### src/rtl/counter_pkg.sv
// Shared constants and helpers for the prescaled tick counter.
// Direction and overflow-mode encodings, plus prescaler sizing.
package counter_pkg;

   localparam logic DIR_UP    = 1'b1;
   localparam logic DIR_DOWN  = 1'b0;
   localparam logic MODE_WRAP = 1'b0;
   localparam logic MODE_SAT  = 1'b1;

   typedef enum logic [1:0] {
      OpHold,
      OpStep,
      OpLoad,
      OpClr
   } counter_op_e;

   // A divide-by-one prescaler still keeps a 1-bit register so the port widths stay legal.
   function automatic int unsigned pre_width(input int unsigned clk_div);
      return (clk_div <= 1) ? 1 : $clog2(clk_div);
   endfunction

endpackage

### src/rtl/tick_gen.sv
// Prescaler: counts 0..CLK_DIV-1 while enabled and flags the terminal cycle.
// oTICK_PRE is combinational; the counter registers it alongside its own update.
module tick_gen
   import counter_pkg::*;
#(
   parameter int unsigned CLK_DIV = 50_000_000
) (
   input  logic iCLK_50,
   input  logic iRST,
   input  logic iEN,
   input  logic iCLR,
   output logic oTICK_PRE
);

   localparam int unsigned   PW   = pre_width(CLK_DIV);
   localparam logic [PW-1:0] TERM = PW'(CLK_DIV - 1);

   logic [PW-1:0] pre_q, pre_d;

   always_comb begin
      oTICK_PRE = iEN && (pre_q == TERM);
      pre_d     = pre_q;
      if (iCLR) begin
         pre_d = '0;
      end else if (oTICK_PRE) begin
         pre_d = '0;
      end else if (iEN) begin
         pre_d = pre_q + PW'(1);
      end
   end

   always_ff @(posedge iCLK_50 or posedge iRST) begin
      if (iRST) begin
         pre_q <= '0;
      end else begin
         pre_q <= pre_d;
      end
   end

endmodule

### src/rtl/tick_counter.sv
// Prescaled up/down counter with run-time wrap/saturate, load and clear.
// Count, tick and terminal-count pulses all update on the prescaler's terminal edge.
module tick_counter
   import counter_pkg::*;
#(
   parameter int unsigned      CLK_DIV = 50_000_000,
   parameter int unsigned      WIDTH   = 8,
   parameter logic [WIDTH-1:0] INIT    = '0
) (
   input  logic             iCLK_50,
   input  logic             iRST,
   input  logic             iEN,
   input  logic             iDIR,
   input  logic             iSAT,
   input  logic             iCLR,
   input  logic             iLOAD,
   input  logic [WIDTH-1:0] iLOAD_VAL,
   output logic [WIDTH-1:0] oCOUNT,
   output logic             oTICK,
   output logic             oTC
);

   logic             tick;
   logic             at_bound;
   counter_op_e      op;
   logic [WIDTH-1:0] cnt_q, cnt_d;
   logic             tick_q, tick_d;
   logic             tc_q, tc_d;

   tick_gen #(
      .CLK_DIV (CLK_DIV)
   ) u_tick_gen (
      .iCLK_50   (iCLK_50),
      .iRST      (iRST),
      .iEN       (iEN),
      .iCLR      (iCLR),
      .oTICK_PRE (tick)
   );

   always_comb begin
      at_bound = (iDIR == DIR_UP) ? (cnt_q == '1) : (cnt_q == '0);

      if (iCLR) begin
         op = OpClr;
      end else if (iLOAD) begin
         op = OpLoad;
      end else if (tick) begin
         op = OpStep;
      end else begin
         op = OpHold;
      end

      cnt_d  = cnt_q;
      tick_d = 1'b0;
      tc_d   = 1'b0;
      unique case (op)
         OpClr: begin
            cnt_d = INIT;
         end
         OpLoad: begin
            // A load swallows the step but the prescaler still reports its tick.
            cnt_d  = iLOAD_VAL;
            tick_d = tick;
         end
         OpStep: begin
            tick_d = 1'b1;
            tc_d   = at_bound;
            if (at_bound && (iSAT == MODE_SAT)) begin
               cnt_d = cnt_q;
            end else if (iDIR == DIR_UP) begin
               cnt_d = cnt_q + WIDTH'(1);
            end else begin
               cnt_d = cnt_q - WIDTH'(1);
            end
         end
         OpHold: begin
            cnt_d = cnt_q;
         end
      endcase
   end

   always_ff @(posedge iCLK_50 or posedge iRST) begin
      if (iRST) begin
         cnt_q  <= INIT;
         tick_q <= 1'b0;
         tc_q   <= 1'b0;
      end else begin
         cnt_q  <= cnt_d;
         tick_q <= tick_d;
         tc_q   <= tc_d;
      end
   end

   assign oCOUNT = cnt_q;
   assign oTICK  = tick_q;
   assign oTC    = tc_q;

endmodule
### config.mk
export PLATFORM = sky130hd
export DESIGN_NAME = tick_counter
export DESIGN_NICKNAME = d
export VERILOG_FILES = /design/src/rtl/counter_pkg.sv /design/src/rtl/tick_gen.sv /design/src/rtl/tick_counter.sv
export SDC_FILE = /design/constraint.sdc
export NUM_CORES = 1
export LEC_CHECK = 0
export CAP_MARGIN = 20
export CORE_MARGIN = 2
export CORE_UTILIZATION = 50
export DETAILED_ROUTE_END_ITERATION = 8
export PLACE_DENSITY_LB_ADDON = 0.08
export SYNTH_ARGS = -nofsm -noshare
export SYNTH_HDL_FRONTEND = slang
export SYNTH_SLANG_ARGS = --single-unit
### constraint.sdc
create_clock -name iCLK_50 -period 1.9 [get_ports iCLK_50]
set_input_delay 0.57 -clock iCLK_50 [delete_from_list [all_inputs] [get_ports iCLK_50]]
set_output_delay 0.57 -clock iCLK_50 [all_outputs]
set_load 0.05 [all_outputs]
==> results of run 1 <==
==> path summary, 6_finish.rpt <==
| path | to | depth (start not counted) | startpoint | slack [ns] |
|---|---|---|---|---|
| min reg2reg | u_tick_gen.pre_q[22] | 2 | u_tick_gen.pre_q[22] | 0.55 |
| max reg2reg | oCOUNT[5] | 7 | oCOUNT[1] | -0.18 |
| max in group asynchronous | u_tick_gen.pre_q[0] | 3 | iRST | 1.08 |
| min | u_tick_gen.pre_q[22] | 2 | u_tick_gen.pre_q[22] | 0.55 |
| max | oCOUNT[5] | 9 | iDIR | -0.21 |
| min in group asynchronous | oTC | 3 | iRST | 0.63 |
==> worst max-delay path, stage by stage <==
cell and delay [ns]:
buf_8 0.10, buf_6 0.10, or4_4 0.51, nor4_4 0.18
o21a_2 0.17, nand3b_1 0.15, buf_12 0.16, mux2i_2 0.24
o31ai_2 0.08
==> metrics by stage <==
step	util (%)	instances	TNS [ns]	cell area [sq um]
2_1_floorplan	-	227	-1.334	2176
3_3_place_gp	71.80	350	-18.44	2934
3_5_place_dp	71.80	350	-19.20	2934
4_1_cts	78.57	363	-1.465	3211
5_1_grt	81.51	368	-1.775	3331
6_report	81.51	368	-1.313	3331
==> area by class of cell <==
| cell class | count | area, sq um | area share, % |
|---|---|---|---|
| multi-input cells | 177 | 1374 | 41.25 |
| flip-flops and latches | 36 | 904.6 | 27.16 |
| repair buffers | 92 | 859.6 | 25.81 |
| clock buffers | 6 | 72.57 | 2.179 |
| well taps | 50 | 62.56 | 1.878 |
| clock inverters | 2 | 35.03 | 1.052 |
| inverters | 5 | 22.52 | 0.6762 |
==> cell usage in the layout, fill, tap and decap left out, types with 2 or more instances in the layout <==
cell	Yosys	routed
xor2_1	19	18
a21oi_2	0	2
buf_6	2	4
nand4_1	7	7
buf_4	0	65
nand3_2	0	3
clkdlybuf4s50_1	0	11
or3_1	2	2
nand3_1	15	12
nor2b_1	4	4
and4_1	2	2
or4_4	0	2
nor3_2	0	2
and3_1	5	5
a21oi_1	7	4
a211oi_2	2	3
o21ai_0	2	2
inv_1	5	4
nand2b_1	3	2
dfrtp_1	36	33
buf_12	0	9
nand2_1	11	11
nor4_1	2	2
mux2i_1	5	4
clkbuf_8	0	5
a211oi_1	4	3
nor2_1	39	38
xnor2_1	11	11
nor3_1	5	2
nand3b_1	2	2
ha_4	0	5
dfrtp_2	0	3
==> repair_timing <==
action	CTS	global route
pin swaps	17	11
setup buffers	5	5
resized for setup	28	16
endpoints found under the setup margin	34	34
==> flip-flops by register name (all words and copies together), names as in the netlist <==
register          count
oTICK                 1
oCOUNT                8
oTC                   1
u_tick_gen.pre_q     26
==> where the power goes <==
| group | internal (mW) | switching, mW |
|---|---|---|
| Combinational | 0.225 | 0.221 |
| Sequential | 0.780 | 0.0174 |
| Clock | 0.389 | 0.286 |
| Total | 1.39 | 0.525 |
==> cell families (layout without fill, tap and decap cells) <==
family	Yosys count	after routing	share of synthesized area, %
AOI/OAI and AO/OA	26	26	8.759
xor gates and xnor gates	30	30	12.18
adders and majority gates	8	8	4.988
buffers and inverters	14	105	3.944
DFF	36	36	41.76
muxes	5	5	2.320
and+or+nand+nor	108	108	26.04
==> metal layers <==
metal	vias up	track usage [%]	share of wire (%)
met5	-	0	0
li1	977	-	-
met2	57	45.83	50
met3	20	6.105	4.8
met4	0	10.04	2.6
met1	1006	34.76	42
==> flow_summary_export.csv, run 1 <==
group,metric,value,unit
clocking,numCtsBuffers,5,
layout,syn_to_final_growth,54.41,%
outcome,violations,"setup timing",
sta,fin_ws,-0.2134,ns
outcome,outcome,"finished with violations",
synthesis,synth_cell_types,46,
clocking,clk_pin_slew,0.08,ns
synthesis,synth_edf_count,0,
synthesis,yosysTopAreaCell,"dfrtp_1",
die,die_y,69.68,um
power,leakage,1.502,nW
drt,viasPerCell,5.598,
sta,tightest_slew,0.3785,ns
drt,drt_iter0_drc,185,
placed_design,hpwl,3.736,mm
job,maxCapViolations,0,
drt,ant_nets,0,
sta,max-slew-margin-rel,74.50,%
synthesis,synth_warnings,0,
setup_path,required,2.07,ns
synthesis,syn-cell-area,2157,sq um
synthesis,synth_area_leaders,"dfrtp_1 42%, xor2_1 7.7%, nor2_1 6.8%, xnor2_1 4.5%, ha_1 4.1%",
die,die_w,69.68,um
synthesis,synth-seq-area-share,41.76,%
clocking,cts_tree,"done",
layout,drive_gt1_share,38.99,%
sta,period_share,111.2,%
drt,drc,0,
worst_hold_path,hold_path.class,"reg2reg",
sta,rsz0062_at_grt,"yes",
global_routing,grt_pass1_vias,2111,
synthesis,async_flop_share,100.0,%
sta,holdWs,0.5517,ns
die,num_rows,23,
synthesis,ys_ff_latch,36,
global_routing,grt_start_max_net_pins,37,
sta,slew_viol_final,0,
placed_design,pre_cts_ws,-0.9250,ns
die,pin_count,25,
power,peakVddDrop,0.3809,mV
layout,diodes,0,
setup_path,worstPathMaxFanout,7,
drt,firstDrtPassIters,4,
clocking,htreeDepth,2,
setup_path,critPathLaunchType,"input pin",
die,dieArea,4855,sq um
drt,routedWlPerCell,17.83,um
clocking,clock_latency,0.30,ns
power,p_per_area,576.2,nW/um^2
clocking,cts_buffer_depth,2,
placed_design,place_congestion,0.9335,
global_routing,grt_antenna_before_repair,0,
global_routing,overflow,0,
setup_path,crit_type,"in2reg",
synthesis,synth_nets,250,
synthesis,synth.most_common_cell,"nor2_1",
clocking,cts_sinks,36,
setup_path,endpoint_kind,"register",
sta,skew,0.01169,ns
setup_path,worst-endpoint-arrival,2.28,ns
global_routing,grt_pass1_wl,10.33,mm
power,finalPower,1.919,mW
synthesis,synthCells,227,
synthesis,avgSynthCellArea,9.503,sq um
synthesis,ys.flop_type,"dfrtp_1",
die,start_util,52.79,%
clocking,root_buffer,"clkbuf_8",
synthesis,synth_top_area_share,41.76,%
sta,final_hold_viol_count,0,
synthesis,synth_common_cells,"39 x nor2_1, 36 x dfrtp_1, 19 x xor2_1",
drt,vias,2060,
sta,finalCriticalPeriod,2.113,ns
layout,final_nets,340,
drt,wl,6.560,mm
clocking,holdBufCountCts,0,
layout,nFillCells,251,
die,fp.coreArea,4086,sq um
placed_design,io_buffers,24,
sta,maxClockFrequency,473.2,MHz
global_routing,gr-usage-all-layers,27.38,%
sta,finalSetupViolations,8,
No activity file was read; power rests on OpenSTA's default activity.
==> run 2: changes to the inputs <==
--- a/config.mk
+++ b/config.mk
@@ -5,11 +5,13 @@
 export SDC_FILE = /design/constraint.sdc
 export NUM_CORES = 1
 export LEC_CHECK = 0
+export ABC_AREA = 1
 export CAP_MARGIN = 20
 export CORE_MARGIN = 2
-export CORE_UTILIZATION = 50
+export CORE_UTILIZATION = 52
 export DETAILED_ROUTE_END_ITERATION = 8
 export PLACE_DENSITY_LB_ADDON = 0.08
+export SETUP_SLACK_MARGIN = 0.3
 export SYNTH_ARGS = -nofsm -noshare
 export SYNTH_HDL_FRONTEND = slang
 export SYNTH_SLANG_ARGS = --single-unit
==> flow_summary_export.csv, run 2 <==
group,metric,value,unit
layout,final_cell_mix,"116 x nand2_1, 56 x nor2_1, 43 x inv_1, 31 x buf_4, 28 x nand3_1",
layout,nFillCells,366,
setup_path,reg2reg_depth,9,
synthesis,async_flop_share,100.0,%
job,maxCapViolations,0,
die,die_y,74.98,um
placed_design,place_congestion,0.9864,
power,peakVddDrop,0.4111,mV
die,fp.coreArea,4786,sq um
worst_hold_path,hold_start,"oCOUNT[7]",
placed_design,dpl_cell_area,3154,sq um
layout,diodes,0,
clocking,numCtsBuffers,5,
die,pin_count,25,
layout,largest_reg_flops,26,
sta,period_share,88.62,%
setup_path,worst-endpoint-arrival,1.91,ns
setup_path,rr_endpoint,"oCOUNT[6]",
global_routing,gr-usage-all-layers,27.67,%
layout,fin_area,3585,sq um
sta,tightest_slew,0.3044,ns
sta,fin_ws,0.2162,ns
sta,finalCriticalPeriod,1.684,ns
synthesis,ys.flop_type,"dfrtp_1",
layout,regMostFlops,"u_tick_gen.pre_q",
die,start_util,54.75,%
placed_design,hpwl,4.994,mm
sta,rsz0062_at_grt,"yes",
drt,ant_nets,0,
drt,viasPerCell,5.365,
synthesis,synth-seq-area-share,34.38,%
synthesis,synth.most_common_cell,"nand2_1",
setup_path,crit_type,"reg2reg",
drt,firstDrtPassIters,5,
synthesis,synth_nets,419,
synthesis,synth_edf_count,0,
clocking,clock_latency,0.29,ns
sta,fin_setup_tns,0,ns
drt,vias,2811,
power,switching_share,29.43,%
layout,stdcell_count,524,
setup_path,reg2reg_slack,0.22,ns
drt,dr_wl_met3,563,um
setup_path,r2r-start,"u_tick_gen.pre_q[1]",
outcome,outcome,"finished clean",
global_routing,grt_start_max_net_pins,37,
clocking,root_buffer,"clkbuf_8",
setup_path,required,2.13,ns
power,p_clk_share,30.6,%
power,p_per_area,515.7,nW/um^2
die,num_rows,25,
drt,drt_iter0_drc,230,
setup_path,endpoint_kind,"register",
layout,final_nets,479,
layout,drive_gt1_share,26.04,%
global_routing,grt_pass1_wl,11.74,mm
power,combinationalPowerShare,24.0,%
worst_hold_path,hold_depth,2,
drt,wl_met2,3.124,mm
synthesis,synth_cell_types,29,
layout,syn_to_final_growth,36.82,%
die,die_w,74.98,um
global_routing,overflow,0,
synthesis,synthCells,396,
clocking,htreeDepth,2,
synthesis,ys_ff_latch,36,
die,dieArea,5622,sq um
power,leakage,1.605,nW
setup_path,critPathLaunchType,"register",
worst_hold_path,whs_endpoint,"oCOUNT[7]",
placed_design,io_buffers,24,
clocking,clk_pin_slew,0.07,ns
synthesis,synth_top_area_share,34.38,%
placed_design,placedCellCount,505,
drt,routedWlPerCell,13.73,um
clocking,cts_tree,"done",
drt,wl,7.194,mm
synthesis,synth_warnings,0,
power,finalPower,1.848,mW
sta,max-slew-margin-rel,79.63,%
synthesis,yosysTopAreaCell,"dfrtp_1",
clocking,cts_sinks,36,
clocking,holdBufCountCts,0,
power,p_int,1.304,mW
power,seqPwrFrac,45.4,%
synthesis,synth_area_leaders,"dfrtp_1 34%, nand2_1 18%, nor2_1 9.2%, inv_1 7.2%, nand3_1 5.9%",
global_routing,grt_pass1_vias,2466,
sta,final_hold_viol_count,0,
clocking,cts_buffer_depth,2,
layout,layout_commonest_cell,"nand2_1",
synthesis,synth_common_cells,"124 x nand2_1, 64 x nor2_1, 50 x inv_1",
synthesis,avgSynthCellArea,6.616,sq um
drt,drt-met1-wl,3.400,mm
sta,skew,0.001954,ns
sta,finalSetupViolations,0,
drt,highest_layer,"met4",
sta,maxClockFrequency,593.9,MHz
synthesis,syn-cell-area,2620,sq um
global_routing,grt_antenna_before_repair,0,
placed_design,pre_cts_ws,-0.5320,ns
sta,slew_viol_final,0,
power,switching_power,544.0,uW
drt,drc,0,
worst_hold_path,hold_path.class,"reg2reg",
setup_path,worstPathMaxFanout,8,
## run 2: changes by cell type after synthesis, sizes merged, moves of 4 or more
cell and change:
o21ai +13, nand4 +4, nand2 +116, xor2 -14, nor2 +34, and3 -4
a211oi -5, mux2i -5, nand3 +18, xnor2 -7, inv +49, nor2b -4
## run 2: worst max-delay path by stage
stage | startpoint | depth (start not counted) | end
6_report | u_tick_gen.pre_q[1] | 9 | oCOUNT[6]
5_1_grt | u_tick_gen.pre_q[1] | 9 | oCOUNT[6]
4_1_cts | u_tick_gen.pre_q[1] | 9 | oCOUNT[6]
3_5_place_dp | iDIR | 12 | oCOUNT[7]
3_3_place_gp | iDIR | 12 | oCOUNT[7]
2_1_floorplan | iDIR | 11 | oCOUNT[7]
## run 2: what timing repair did
action,in CTS,in global routing
setup endpoints to repair,33,33
setup buffers,6,5
gates resized for setup,43,35
pin swaps,17,14
## run 2: cell type report
class                   instances  area, sq um  share of cell area (%)
multi-input cells             302         1715                   47.85
flip-flops and latches         36        912.1                   25.45
repair buffers                 57        573.1                   15.99
inverters                      54        210.2                   5.864
clock buffers                   8        90.09                   2.513
well taps                      67        83.83                   2.339
## run 2: metal layers
layer	global-route usage, %	vias up
met5	0	-
met4	8.730	0
met3	5.221	13
met2	38.89	130
met1	42.58	1300
li1	-	1368
## run 2: critical path: stages (launching register included)
cell	delay, ns
dfrtp_1	0.41
ha_4	0.19
nand3_4	0.08
inv_2	0.07
nand2_2	0.06
nor2_4	0.18
nand3_4	0.15
o21ai_4	0.30
nand2_1	0.09
nand2_1	0.08
## run 2: per-stage QoR
step | utilization [%] | hold WS, ns
finish | 74.90 | 0.5623
global route | 74.90 | 0.5906
CTS | 72.03 | 0.5591
detailed placement | 65.91 | 0.5042
global placement | 65.91 | 0.5027
floorplan | - | 0.4750
## run 2: power by group through the flow
stage	combinational [mW]	clock [mW]	sequential [mW]
global placement	0.348	0	0.840
global route	0.488	0.625	0.845
finish	0.443	0.566	0.839
detailed placement	0.353	0	0.841
floorplan	0.172	0	0.859
CTS	0.411	0.580	0.834
## run 2: cells by family (layout without fill, tap and decap cells)
logic type,Yosys count,in the layout,share of synthesized area (%)
and+or+nand+nor,256,256,43.03
buffers and inverters,58,119,9.073
DFF,36,36,34.38
AOI/OAI and AO/OA,29,29,6.400
xor gates and xnor gates,9,9,3.008
adders and majority gates,8,8,4.107
==> run 3: changes to the inputs <==
--- a/config.mk
+++ b/config.mk
@@ -15,3 +15,4 @@
 export SYNTH_ARGS = -nofsm -noshare
 export SYNTH_HDL_FRONTEND = slang
 export SYNTH_SLANG_ARGS = --single-unit
+export TNS_END_PERCENT = 1
==> flow_summary_export.csv, run 3 (synthesis gave the netlist of run 2 again) <==
group,metric,value,unit
placed_design,dpl_cell_area,3164,sq um
die,die_y,74.98,um
power,leakage,1.627,nW
clocking,cts_sinks,36,
die,fp.coreArea,4786,sq um
drt,ant_nets,0,
global_routing,grt_antenna_before_repair,0,
layout,syn_to_final_growth,34.38,%
global_routing,grt_start_max_net_pins,37,
die,start_util,54.75,%
worst_hold_path,whs_endpoint,"oCOUNT[7]",
setup_path,reg2reg_slack,0.18,ns
sta,rsz0062_at_grt,"yes",
power,peakVddDrop,0.6669,mV
setup_path,worst-endpoint-arrival,1.96,ns
layout,drive_gt1_share,21.98,%
sta,finalSetupViolations,0,
die,dieArea,5622,sq um
setup_path,rr_endpoint,"oCOUNT[4]",
setup_path,required,2.14,ns
layout,diodes,0,
clocking,htreeDepth,2,
sta,period_share,90.34,%
layout,largest_reg_flops,26,
placed_design,place_congestion,0.9344,
sta,slew_viol_final,0,
global_routing,gr-usage-all-layers,28.94,%
placed_design,pre_cts_ws,-0.5157,ns
clocking,clock_latency,0.30,ns
sta,final_hold_viol_count,0,
sta,max-slew-margin-rel,73.16,%
outcome,outcome,"finished clean",
drt,drc,0,
setup_path,critPathLaunchType,"register",
clocking,cts_buffer_depth,2,
die,pin_count,25,
layout,regMostFlops,"u_tick_gen.pre_q",
drt,routedWlPerCell,13.84,um
layout,nFillCells,386,
layout,fin_area,3521,sq um
sta,fin_ws,0.1835,ns
setup_path,endpoint_kind,"register",
layout,final_cell_mix,"122 x nand2_1, 63 x nor2_1, 46 x inv_1, 39 x buf_4, 31 x dfrtp_1",
sta,skew,0.007340,ns
global_routing,grt_pass1_wl,12.34,mm
die,num_rows,25,
job,maxCapViolations,0,
clocking,clk_pin_slew,0.07,ns
placed_design,hpwl,4.995,mm
setup_path,crit_type,"reg2reg",
layout,layout_commonest_cell,"nand2_1",
sta,tightest_slew,0.4011,ns
clocking,holdBufCountCts,0,
worst_hold_path,hold_start,"oCOUNT[7]",
worst_hold_path,hold_depth,2,
clocking,numCtsBuffers,5,
setup_path,reg2reg_depth,9,
layout,final_nets,486,
die,die_w,74.98,um
sta,finalCriticalPeriod,1.717,ns
global_routing,grt_pass1_vias,2601,
setup_path,r2r-start,"u_tick_gen.pre_q[0]",
clocking,root_buffer,"clkbuf_8",
drt,firstDrtPassIters,5,
drt,drt_iter0_drc,218,
drt,vias,2798,
placed_design,io_buffers,24,
clocking,cts_tree,"done",
drt,viasPerCell,5.269,
drt,wl,7.347,mm
power,p_per_area,526.2,nW/um^2
global_routing,overflow,0,
setup_path,worstPathMaxFanout,8,
worst_hold_path,hold_path.class,"reg2reg",
sta,maxClockFrequency,582.6,MHz
## run 3: cell count changes in the layout (fill, tap and decap cells not counted), sizes merged
| cell | previous run | this run |
|---|---|---|
| inv | 54 | 53 |
| buf | 44 | 51 |
| clkinv | 0 | 1 |
## run 3: worst max-delay path by stage
stage | startpoint | to | slack (ns) | cells past startpoint
after global placement | iDIR | oCOUNT[4] | -0.48 | 10
after CTS | u_tick_gen.pre_q[1] | oCOUNT[4] | 0.22 | 9
after detailed placement | iDIR | oCOUNT[7] | -0.52 | 12
final | u_tick_gen.pre_q[0] | oCOUNT[4] | 0.18 | 9
after global routing | u_tick_gen.pre_q[0] | oCOUNT[4] | 0.09 | 9
after floorplan | iDIR | oCOUNT[7] | 0.14 | 11
## run 3: power breakdown
part           total (mW)  leakage [nW]  switching [mW]  internal [mW]
Combinational       0.436          1.09           0.222          0.214
Sequential          0.834         0.489          0.0412          0.793
Clock               0.582        0.0455           0.286          0.296
## run 3: final cells by class
| cell class | instances | area, sq um | share of cell area, % |
|---|---|---|---|
| flip-flops and latches | 36 | 907.1 | 25.76 |
| inverters | 54 | 207.7 | 5.899 |
| well taps | 67 | 83.83 | 2.381 |
| clock buffers | 8 | 90.09 | 2.559 |
| multi-input cells | 302 | 1603 | 45.52 |
| repair buffers | 64 | 629.4 | 17.87 |
## run 3: stage by stage
stage	hold slack [ns]	setup TNS [ns]	utilization, %	power (mW)	std cells
finish	0.5673	0	73.57	1.853	531
global route	0.5914	0	73.57	1.947	531
CTS	0.5643	0	71.74	1.796	523
detailed placement	0.5123	-8.517	66.12	1.189	505
global placement	0.4969	-8.029	66.12	1.185	505
floorplan	0.4750	0	-	1.031	396
## run 3: timing repair
item,CTS,global route
pin swaps,4,13
setup buffers,10,8
resized for setup,25,16
setup endpoints to repair,35,40
## run 3: metal layers
metal	vias up	part of all wire, %	GRT usage, %
met5	-	0	0
met4	0	2.3	6.349
met3	20	6.5	7.764
met2	97	44	43.76
met1	1299	47	41.65
li1	1382	-	-
## run 3: worst max-delay path: stages, from the launching register on
cell and delay [ns]:
dfrtp_1 0.40, ha_4 0.18, nand3_4 0.09, inv_2 0.09
nand2_2 0.06, nor2_4 0.17, nand3_4 0.17, o21ai_4 0.31
nand2_1 0.12, nand2_1 0.07
